[config.mk]
export PLATFORM = sky130hd
export DESIGN_NAME = digdug_hvgen
export DESIGN_NICKNAME = d
export VERILOG_FILES = /design/src/rtl/digdug_hvgen.sv
export SDC_FILE = /design/constraint.sdc
export NUM_CORES = 1
export LEC_CHECK = 0
export BUFFER_PORTS_ARGS = -buffer_cell sky130_fd_sc_hd__buf_2
export CAP_MARGIN = 20
export CORE_ASPECT_RATIO = 0.6
export CORE_MARGIN = 2
export CORE_UTILIZATION = 58
export DETAILED_ROUTE_END_ITERATION = 10
export PLACE_DENSITY = 0.84
export SETUP_SLACK_MARGIN = 0.2
export SYNTH_ARGS = -nofsm -noshare
export SYNTH_HDL_FRONTEND = slang
export SYNTH_SLANG_ARGS = --single-unit
[constraint.sdc]
create_clock -name CLK48M -period 5.19 [get_ports CLK48M]
set_input_delay 0.519 -clock CLK48M [delete_from_list [all_inputs] [get_ports CLK48M]]
set_output_delay 0.519 -clock CLK48M [all_outputs]
set_load 0.01 [all_outputs]
[src/rtl/digdug_hvgen.sv]
// Raster timing generator for the DigDug video pipeline: divides the 48 MHz
// master clock into the pixel cadence, runs the POSH/POSV raster counters and
// produces blanking/sync (aligned and pipeline-delayed) plus CPU strobes.
`timescale 1ns/1ps
module digdug_hvgen #(
    parameter int H_FIRST     = 128,
    parameter int H_LAST      = 511,
    parameter int V_LAST      = 263,
    parameter int HACT_START  = 136,
    parameter int HACT_END    = 424,
    parameter int HSYNC_START = 448,
    parameter int HSYNC_END   = 480,
    parameter int VACT_END    = 224,
    parameter int VSYNC_START = 240,
    parameter int VSYNC_END   = 244,
    parameter int PIPE_DLY    = 3
) (
    input  logic       CLK48M,
    input  logic       RESET,
    output logic       PCE,
    output logic [8:0] POSH,
    output logic [8:0] POSV,
    output logic       HBLK,
    output logic       VBLK,
    output logic       HSYN,
    output logic       VSYN,
    output logic       HBLK_D,
    output logic       VBLK_D,
    output logic       HSYN_D,
    output logic       VSYN_D,
    output logic       LSTRB,
    output logic       VBIRQ,
    output logic       FRAME
);

    localparam logic [8:0] H_FIRST_V     = 9'(H_FIRST);
    localparam logic [8:0] H_LAST_V      = 9'(H_LAST);
    localparam logic [8:0] V_LAST_V      = 9'(V_LAST);
    localparam logic [8:0] HACT_START_V  = 9'(HACT_START);
    localparam logic [8:0] HACT_END_V    = 9'(HACT_END);
    localparam logic [8:0] HSYNC_START_V = 9'(HSYNC_START);
    localparam logic [8:0] HSYNC_END_V   = 9'(HSYNC_END);
    localparam logic [8:0] VACT_END_V    = 9'(VACT_END);
    localparam logic [8:0] VSYNC_START_V = 9'(VSYNC_START);
    localparam logic [8:0] VSYNC_END_V   = 9'(VSYNC_END);
    // Line whose end leads into the first vertically blanked line.
    localparam logic [8:0] VBIRQ_LINE_V  = 9'(VACT_END - 1);

    // Flag bundle order: {hblk, vblk, hsyn, vsyn}.
    function automatic logic [3:0] decode(input logic [8:0] h, input logic [8:0] v);
        logic hblk;
        logic vblk;
        logic hsyn;
        logic vsyn;
        hblk = (h < HACT_START_V) || (h >= HACT_END_V);
        vblk = (v >= VACT_END_V);
        hsyn = (h >= HSYNC_START_V) && (h < HSYNC_END_V);
        vsyn = (v >= VSYNC_START_V) && (v < VSYNC_END_V);
        return {hblk, vblk, hsyn, vsyn};
    endfunction

    localparam logic [3:0] RST_FLAGS = decode(H_FIRST_V, 9'd0);

    logic [2:0] div_r;
    logic [8:0] h_r;
    logic [8:0] v_r;
    logic [8:0] h_nxt_s;
    logic [8:0] v_nxt_s;
    logic       pce_s;
    logic       line_end_s;
    logic [3:0] flags_r;
    logic [3:0] dly_r [PIPE_DLY];
    logic       lstrb_r;
    logic       vbirq_r;
    logic       frame_r;

    assign pce_s = (div_r == 3'd7);

    // Next raster position: advance one pixel per PCE, wrapping line and frame.
    always_comb begin
        line_end_s = 1'b0;
        h_nxt_s    = h_r;
        v_nxt_s    = v_r;
        if (pce_s) begin
            if (h_r == H_LAST_V) begin
                line_end_s = 1'b1;
                h_nxt_s    = H_FIRST_V;
                if (v_r == V_LAST_V) begin
                    v_nxt_s = 9'd0;
                end else begin
                    v_nxt_s = v_r + 9'd1;
                end
            end else begin
                h_nxt_s = h_r + 9'd1;
            end
        end else begin
            h_nxt_s = h_r;
        end
    end

    // Pixel divider and raster counters.
    always_ff @(posedge CLK48M) begin
        if (RESET) begin
            div_r <= 3'd0;
            h_r   <= H_FIRST_V;
            v_r   <= 9'd0;
        end else begin
            div_r <= div_r + 3'd1;
            h_r   <= h_nxt_s;
            v_r   <= v_nxt_s;
        end
    end

    // Aligned flags decoded from the next position so they never lag the counters.
    always_ff @(posedge CLK48M) begin
        if (RESET) begin
            flags_r <= RST_FLAGS;
        end else begin
            flags_r <= decode(h_nxt_s, v_nxt_s);
        end
    end

    // Pixel-rate delay line lining the flags up with the palette output.
    always_ff @(posedge CLK48M) begin
        if (RESET) begin
            for (int i = 0; i < PIPE_DLY; i++) begin
                dly_r[i] <= RST_FLAGS;
            end
        end else if (pce_s) begin
            dly_r[0] <= flags_r;
            for (int i = 1; i < PIPE_DLY; i++) begin
                dly_r[i] <= dly_r[i-1];
            end
        end
    end

    // Line-start and VBLANK strobes plus the frame parity toggle.
    always_ff @(posedge CLK48M) begin
        if (RESET) begin
            lstrb_r <= 1'b0;
            vbirq_r <= 1'b0;
            frame_r <= 1'b0;
        end else begin
            lstrb_r <= line_end_s;
            vbirq_r <= line_end_s && (v_r == VBIRQ_LINE_V);
            if (line_end_s && (v_r == V_LAST_V)) begin
                frame_r <= ~frame_r;
            end
        end
    end

    assign PCE    = pce_s;
    assign POSH   = h_r;
    assign POSV   = v_r;
    assign HBLK   = flags_r[3];
    assign VBLK   = flags_r[2];
    assign HSYN   = flags_r[1];
    assign VSYN   = flags_r[0];
    assign HBLK_D = dly_r[PIPE_DLY-1][3];
    assign VBLK_D = dly_r[PIPE_DLY-1][2];
    assign HSYN_D = dly_r[PIPE_DLY-1][1];
    assign VSYN_D = dly_r[PIPE_DLY-1][0];
    assign LSTRB  = lstrb_r;
    assign VBIRQ  = vbirq_r;
    assign FRAME  = frame_r;

endmodule

==> results of run 1 <==
-- final timing paths --
check,startpoint,to,slack (ns),cells after the start
setup / recovery,POSH[0]$_SDFF_PP0_,flags_r[0]$_SDFF_PP0_,2.63,10
hold / removal,div_r[0]$_SDFF_PP0_,div_r[0]$_SDFF_PP0_,0.43,1
setup reg to reg,POSH[0]$_SDFF_PP0_,flags_r[0]$_SDFF_PP0_,2.63,10
hold reg to reg,div_r[0]$_SDFF_PP0_,div_r[0]$_SDFF_PP0_,0.43,1
-- routing by layer --
layer  vias to the layer above  part of all wire (%)
li1                        670                     -
met1                       625                    47
met2                        38                    46
met3                         7                   6.2
met4                         0                   1.6
met5                         -                     0
-- placed cells by master (no fill, tap or decap), types with 3 or more instances in the layout --
cell      count
dfxtp_1      28
nor2b_1       6
xor2_1        8
nand2b_1      5
nand2_1      10
a21oi_1       4
o21ai_0       5
edfxtp_1     12
or2_1         3
xnor2_1       4
mux2i_1       3
ha_1          6
and2_1       11
clkbuf_8      5
nor2_1       22
nand3_1      10
buf_2        31
-- synth_stat cells (3+ instances only) --
library cell / number / area [um^2]
a21oi_1: 4 / 20.0
and2_1: 11 / 68.8
buf_2: 3 / 15.0
clkbuf_1: 5 / 18.8
dfxtp_1: 28 / 561
edfxtp_1: 12 / 360
ha_1: 6 / 75.1
mux2i_1: 3 / 30.0
nand2_1: 10 / 37.5
nand2b_1: 5 / 31.3
nand3_1: 10 / 50.1
nor2_1: 22 / 82.6
nor2b_1: 6 / 37.5
o21ai_0: 5 / 25.0
or2_1: 3 / 18.8
xnor2_1: 4 / 35.0
xor2_1: 8 / 70.1
-- critical path: cells and delay by family (launching register included) --
family | cells | cell delay (ns)
xor+xnor | 1 | 0.26
flops | 1 | 0.43
fa+ha+maj | 2 | 0.68
simple gates | 7 | 1.08
-- sequential cells by signal, summed over array words and instances, names as in the netlist --
register and cells:
dly_r 12, flags_r 4, FRAME 1, POSH 9
POSV 9, VBIRQ 1, LSTRB 1, div_r 3
-- area by class of cell --
| cell class | count | area (um^2) |
|---|---|---|
| clock buffer | 5 | 68.8 |
| clock inverter | 3 | 47.5 |
| fill | 219 | 812 |
| inverter | 2 | 7.51 |
| multi-input combinational | 127 | 845 |
| sequential | 40 | 921 |
| tap | 42 | 52.6 |
| timing repair buffer | 31 | 155 |
-- kinds of logic (layout without fill, tap and decap cells) --
family | Yosys count | count (layout) | share of synthesized area (%)
and+or+nand+nor | 88 | 88 | 27.9
buffers and inverters | 10 | 41 | 2.29
AOI/OAI and AO/OA | 18 | 18 | 7.20
muxes | 3 | 3 | 1.66
adders and majority gates | 6 | 6 | 4.16
xor gates and xnor gates | 12 | 12 | 5.82
DFF | 40 | 40 | 51.0
-- power by group --
group          internal, W  switching, W  leakage, nW
Clock             0.000145      0.000110       0.0583
Sequential        0.000325    0.00000118        0.340
Combinational   0.00000359    0.00000758        0.503
-- stage by stage --
| step | area (um^2) | setup slack (ns) |
|---|---|---|
| 4_1_cts | 2100 | 2.65 |
| 3_3_place_gp | 1980 | 2.94 |
| 3_5_place_dp | 1980 | 2.69 |
| 5_1_grt | 2100 | 2.39 |
| 6_report | 2100 | 2.63 |
| 2_1_floorplan | 1810 | 3.02 |
==> results.cfg, run 1 <==
[route]
dr.pass1.iters = 4
ant_nets = 0
routed_wl_mm = 3.40
avgViaCountPerCell = 5.36
vias = 1340
first_iter_violations = 68
wl_per_cell_um = 13.6
drc_errors = 0

[global_routing]
grt_max_degree = 20
met1_usage_pct = 25.5
use_met2_pct = 31.4
grt_pass1_wl_mm = 5.28
grt_busiest_layer = met2
grt_pass1_vias = 1161
grt.total_usage_pct = 19.7
antenna_found_initial = 0
use_met3_pct = 5.77
grt_overflow = 0

[place]
gp_congestion = 0.884
portBuffers = 31
dp_hpwl_mm = 2.41
numPlacedInstances = 242

[timing]
skew_ns = 0.00892
period_needed_ns = 2.56
worstMarginPinSlew_ns = 0.685
finalCritPeriodShare_pct = 49.3
slew_violations = 0
hold_slack_ns = 0.431
setup_violations = 0
rsz0062_at_grt = no
finalHoldViolations = 0
slew_headroom_pct = 54.2
max_freq_mhz = 391
finalSetupTns_ns = 0

[cts]
cts_root_buf = clkbuf_8
cts_hold_buf = 0
htree_levels = 2
clk_path_buf_depth = 2
clk_latency_ns = 0.30
cts_setup_buffers = 0
ctsResizeCount = 0
cts_buffers = 5
cts_tree = yes
clk_pin_slew_ns = 0.08
clock_sinks = 40

[die]
fp.dieArea_mm2 = 0.00359
ios = 32
die_height_um = 47.2
core_area_mm2 = 0.00291
die_w_um = 76.1
start_util_pct = 62.1
std_cell_rows = 15

[synth]
async_flop_share_pct = 0
synth_edf_count = 12
syn-num-nets = 185
ys_seq_elements = 40
ys_seq_area_share_pct = 51.0
synth_cell_types = 40
yosys_most_used_dff = dfxtp_1
syn_area_mm2 = 0.00181
avgSynthCellArea_um2 = 10.2
ys_warn_count = 0
synthCells = 177

[setup_path]
worst_setup_path_start_kind = flip-flop
critical_path.cell_chain = ha_1, nand2_1, nor3_1, ha_1, nand2_4, nor2_4, nand4_1, xor2_1, nand3_1, nor4_2
critPathCaptureType = flip-flop
crit_fanout = 8
required_ns = 5.39
max_stage_delay_ns = 0.43
cp_data_arrival_time_ns = 2.76
path_class = flip-flop to flip-flop
cpMaxStageDelayCell = dfxtp_1
cp_common_cell = ha_1

[cells_and_area]
diodes = 0
drive_gt1_share_pct = 23.6
post-route-util_pct = 72.1
stdcell_count = 250
area_delta_synth_final_pct = 16.1
nets = 215

[outcome]
status = finished, final reports clean

[power_and_ir_drop]
total_power_w = 0.000593
ir_worst_vdd_v = 0.000149
p_per_area_mw_per_mm2 = 283
p_leak_nw = 0.901

[flow_run]
cap_violations = 0

[min_path]
hold_class = flip-flop to flip-flop
(Power assumes the default switching activity.)
==> run 2: changes to the inputs <==
- CORE_UTILIZATION: 58 -> 54
- PLACE_DENSITY: 0.84 -> 0.79
- clock period: 5.19 -> 2.45 ns (I/O delays scaled with it)
==> run 2 against run 1 <==
Compared with the run above: cell count rose by 6.0%; power rose by 93%; highest routed layer unchanged; flip-flop and latch count did not move; via count rose by 9.0%; wire length rose by 14%; critical path type unchanged; clock-buffer cell count did not move; setup slack got worse by 2.4 ns.
==> results.cfg, run 2 (synthesis results as in run 1) <==
[cts]
cts_root_buf = clkbuf_8
htree_levels = 2
clk_latency_ns = 0.30
clk_path_buf_depth = 2
clock_sinks = 40
clk_pin_slew_ns = 0.08
cts_buffers = 5
cts_tree = yes

[route]
vias = 1461
avgViaCountPerCell = 5.51
drc_errors = 0
dr.pass1.iters = 4
ant_nets = 0
first_iter_violations = 89
routed_wl_mm = 3.88
wl_per_cell_um = 14.6

[global_routing]
antenna_found_initial = 0
grt_max_degree = 20
grt_pass1_wl_mm = 5.89
grt_pass1_vias = 1286
grt_overflow = 0
grt.total_usage_pct = 20.1

[setup_path]
crit_fanout = 6
cpMaxStageDelayCell = dfxtp_1
critPathCaptureType = flip-flop
max_stage_delay_ns = 0.44
required_ns = 2.62
cpLargestDelayFamily = simple AND/OR/NAND/NOR gates
path_class = flip-flop to flip-flop
cp.buffers_inverters = 2
worst_setup_path_start_kind = flip-flop
critical_path.cell_chain = nand3_2, nor3_4, ha_4, buf_6, buf_6, o21ai_2, a22o_1, or2_1, a31oi_2, o311ai_2
cp_data_arrival_time_ns = 2.42
cp_common_cell = buf_6

[die]
std_cell_rows = 16
die_w_um = 78.7
ios = 32
fp.dieArea_mm2 = 0.00384
die_height_um = 48.8
start_util_pct = 56.1
core_area_mm2 = 0.00322

[timing]
finalCritPeriodShare_pct = 91.8
slew_headroom_pct = 76.2
skew_ns = 0.00970
period_needed_ns = 2.25
worstMarginPinSlew_ns = 0.347
setup_violations = 0
finalSetupTns_ns = 0
max_freq_mhz = 445
finalHoldViolations = 0
slew_violations = 0
rsz0062_at_grt = yes

[cells_and_area]
num-fill-cells = 241
area_delta_synth_final_pct = 25.1
drive_gt1_share_pct = 33.6
post-route-util_pct = 70.1
regMostFlops = dly_r
final_common_cell = buf_2
ff_latch_area_um2 = 927
diodes = 0
multiInputGateArea_um2 = 925
final_cell_mix = buf_2 (31), dfxtp_1 (25), nor2_1 (22)
nets = 227
largest_register_ffs = 12

[outcome]
status = finished, final reports clean

[flow_run]
cap_violations = 0

[power_and_ir_drop]
p_per_area_mw_per_mm2 = 507
ir_worst_vdd_v = 0.000475
p_leak_nw = 0.965

[place]
portBuffers = 31
dp_hpwl_mm = 2.44
gp_congestion = 0.937

[min_path]
hold_class = input port to flip-flop
## run 2: final cells by class
| cell class | count | share of cell area (%) |
|---|---|---|
| multi-input cells | 127 | 40.9 |
| flip-flops and latches | 40 | 41.0 |
| clock buffers | 5 | 3.05 |
| clock inverters | 3 | 0.831 |
| inverters | 2 | 0.332 |
| well taps | 45 | 2.49 |
| repair buffers | 43 | 11.4 |
## run 2: layer usage
layer | wire length, um | up-vias | track usage [%]
li1 | - | 687 | -
met1 | 1660 | 713 | 25.1
met2 | 1910 | 55 | 33.5
met3 | 243 | 6 | 7.22
met4 | 61 | 0 | 5.26
met5 | 0 | - | 0
## run 2: final timing paths
| path | from | end | slack [ns] | depth (start not counted) |
|---|---|---|---|---|
| worst max-delay path | POSH[2]$_SDFF_PP0_ | flags_r[3]$_SDFF_PP1_ | 0.20 | 10 |
| worst min-delay path | RESET | POSH[0]$_SDFF_PP0_ | 0.31 | 2 |
| worst min register to register | div_r[0]$_SDFF_PP0_ | div_r[0]$_SDFF_PP0_ | 0.44 | 1 |
| worst max register to register | POSH[2]$_SDFF_PP0_ | flags_r[3]$_SDFF_PP1_ | 0.20 | 10 |
## run 2: power by group
| group | switching [W] | total [W] | internal, W |
|---|---|---|---|
| sequential | 0.00000288 | 0.000691 | 0.000688 |
| combinational | 0.0000162 | 0.0000252 | 0.00000907 |
| clock | 0.000233 | 0.000429 | 0.000196 |
## run 2: timing repair
item,4_1_cts,5_1_grt
endpoints found under the setup margin,7,4
cloned,0,0
pin swaps,6,9
gates resized for setup,6,17
hold buffers,0,0
setup buffers,6,2
## run 2: metrics by stage
stage / hold slack (ns) / cell area, um^2 / instances / worst slack (ns) / total power [W]
3_3_place_gp: 0.407 / 2010 / 249 / 0.202 / 0.000730
5_1_grt: 0.338 / 2260 / 265 / 0.0959 / 0.00119
4_1_cts: 0.312 / 2180 / 263 / 0.206 / 0.00115
3_5_place_dp: 0.439 / 2010 / 249 / -0.0102 / 0.000732
2_1_floorplan: 0.399 / 1810 / 177 / 0.283 / 0.000724
6_report: 0.310 / 2260 / 265 / 0.201 / 0.00115
==> run 3: changes to the inputs <==
- SETUP_SLACK_MARGIN: 0.2 -> 0.4
- SLEW_MARGIN: unset -> 20
==> run 3 against run 2 <==
Compared with the run above: first-iteration DRC count is 110% higher; sequential power down 0.6%; core utilization rose by 5.3 points; largest power group is now clock.
==> results.cfg, run 3 (synthesis results as in run 1) <==
[timing]
finalHoldViolations = 0
rsz0062_at_grt = yes
skew_ns = 0.0114
period_needed_ns = 2.12
finalSetupTns_ns = 0
worstMarginPinSlew_ns = 0.455
setup_violations = 0
max_freq_mhz = 471
finalCritPeriodShare_pct = 86.6
slew_headroom_pct = 68.8
slew_violations = 0

[die]
ios = 32
std_cell_rows = 16
start_util_pct = 56.1
core_area_mm2 = 0.00322
die_w_um = 78.7
die_height_um = 48.8
fp.dieArea_mm2 = 0.00384

[cells_and_area]
final_cell_mix = buf_2 (31), dfxtp_1 (22), nor2_1 (22)
final_common_cell = buf_2
regMostFlops = dly_r
area_delta_synth_final_pct = 34.6
drive_gt1_share_pct = 38.2
nets = 235
diodes = 0
num-fill-cells = 215
post-route-util_pct = 75.4
largest_register_ffs = 12

[cts]
clk_pin_slew_ns = 0.08
htree_levels = 2
cts_root_buf = clkbuf_8
clk_path_buf_depth = 2
cts_buffers = 5
clk_latency_ns = 0.31
cts_tree = yes
clock_sinks = 40

[power_and_ir_drop]
p_per_area_mw_per_mm2 = 601
ir_worst_vdd_v = 0.000434
p_leak_nw = 1.04

[setup_path]
required_ns = 2.62
crit_fanout = 4
critPathCaptureType = flip-flop
worst_setup_path_start_kind = flip-flop
critical_path.cell_chain = ha_4, nand2_4, nor3_4, ha_4, buf_6, nor3b_2, a22o_1, or2_1, a31oi_1, o311ai_2
max_stage_delay_ns = 0.37
cp_data_arrival_time_ns = 2.29
rr_startpoint = POSH[0]$_SDFF_PP0_
cp-startpoint = POSH[0]$_SDFF_PP0_
path_class = flip-flop to flip-flop
cp_common_cell = ha_4
cpMaxStageDelayCell = dfxtp_4

[route]
drc_errors = 0
first_iter_violations = 190
ant_nets = 0
routed_wl_mm = 4.81
vias = 1579
avgViaCountPerCell = 5.78
wl_per_cell_um = 17.6
dr.pass1.iters = 5

[global_routing]
grt_pass1_wl_mm = 6.53
grt_overflow = 0
grt_pass1_vias = 1305
grt_max_degree = 20
grt.total_usage_pct = 22.6
antenna_found_initial = 0

[place]
gp_congestion = 0.872
portBuffers = 31
dp_hpwl_mm = 2.53

[flow_run]
cap_violations = 0

[min_path]
worstHoldStart = RESET
hold_class = input port to flip-flop

[outcome]
status = finished, final reports clean
run 3: changes by cell type in the layout (fill, tap and decap cells not counted), moves of 2 or more:
cell | previous run | this run
buf_4 | 9 | 18
nand2_1 | 9 | 7
nand2_2 | 0 | 2
bufinv_16 | 0 | 3
clkinvlp_4 | 2 | 0
dfxtp_1 | 25 | 22
dfxtp_4 | 1 | 5
run 3: stage by stage:
step                      worst slack, ns  std cells  hold WS, ns  total power, W  area, um^2
after floorplan                     0.429        177        0.399        0.000724        1820
after global placement              0.291        247        0.407        0.000730        2010
after detailed placement            0.143        247        0.421        0.000730        2010
after CTS                           0.404        264        0.320         0.00145        2300
after global routing                0.239        273        0.351         0.00150        2430
final                               0.328        273        0.318         0.00146        2430
run 3: critical path: cells and delay by family, from the launching register on:
| family | cells | cell delay (ns) |
|---|---|---|
| buf+inv | 1 | 0.12 |
| fa+ha+maj | 2 | 0.38 |
| compound gates | 3 | 0.61 |
| flops | 1 | 0.37 |
| simple gates | 4 | 0.52 |
run 3: routing by layer:
layer	global-route usage (%)	vias up	wire, um
li1	-	711	-
met1	29.6	741	1930
met2	35.8	96	2280
met3	7.59	31	357
met4	7.31	0	242
met5	0	-	0
run 3: path summary, 6_finish.rpt:
path | cells past startpoint | slack, ns | endpoint
max | 10 | 0.33 | flags_r[3]$_SDFF_PP1_
min | 2 | 0.32 | div_r[0]$_SDFF_PP0_
max reg2reg | 10 | 0.33 | flags_r[3]$_SDFF_PP1_
min reg2reg | 1 | 0.43 | div_r[0]$_SDFF_PP0_
run 3: timing repair:
action	in CTS	in global routing
pin swaps	9	10
buffers inserted	9	9
setup endpoints to repair	7	5
gates cloned	0	0
hold buffers	0	0
resized for setup	13	18
run 3: layout make-up:
class	instances	area, um^2	share of cell area (%)
clock buffer	5	68.8	2.83
clock inverter	3	90.1	3.71
inverter	2	7.51	0.309
multi-input combinational	127	955	39.3
sequential	40	941	38.7
tap	45	56.3	2.32
timing repair buffer	51	313	12.9
run 3: where the power goes:
group          switching (W)  leakage (nW)  internal [W]  total (W)
Clock               0.000239        0.0784      0.000509   0.000749
Combinational      0.0000170         0.613    0.00000882  0.0000258
Sequential        0.00000363         0.344      0.000684   0.000687
Total               0.000260          1.04       0.00120    0.00146
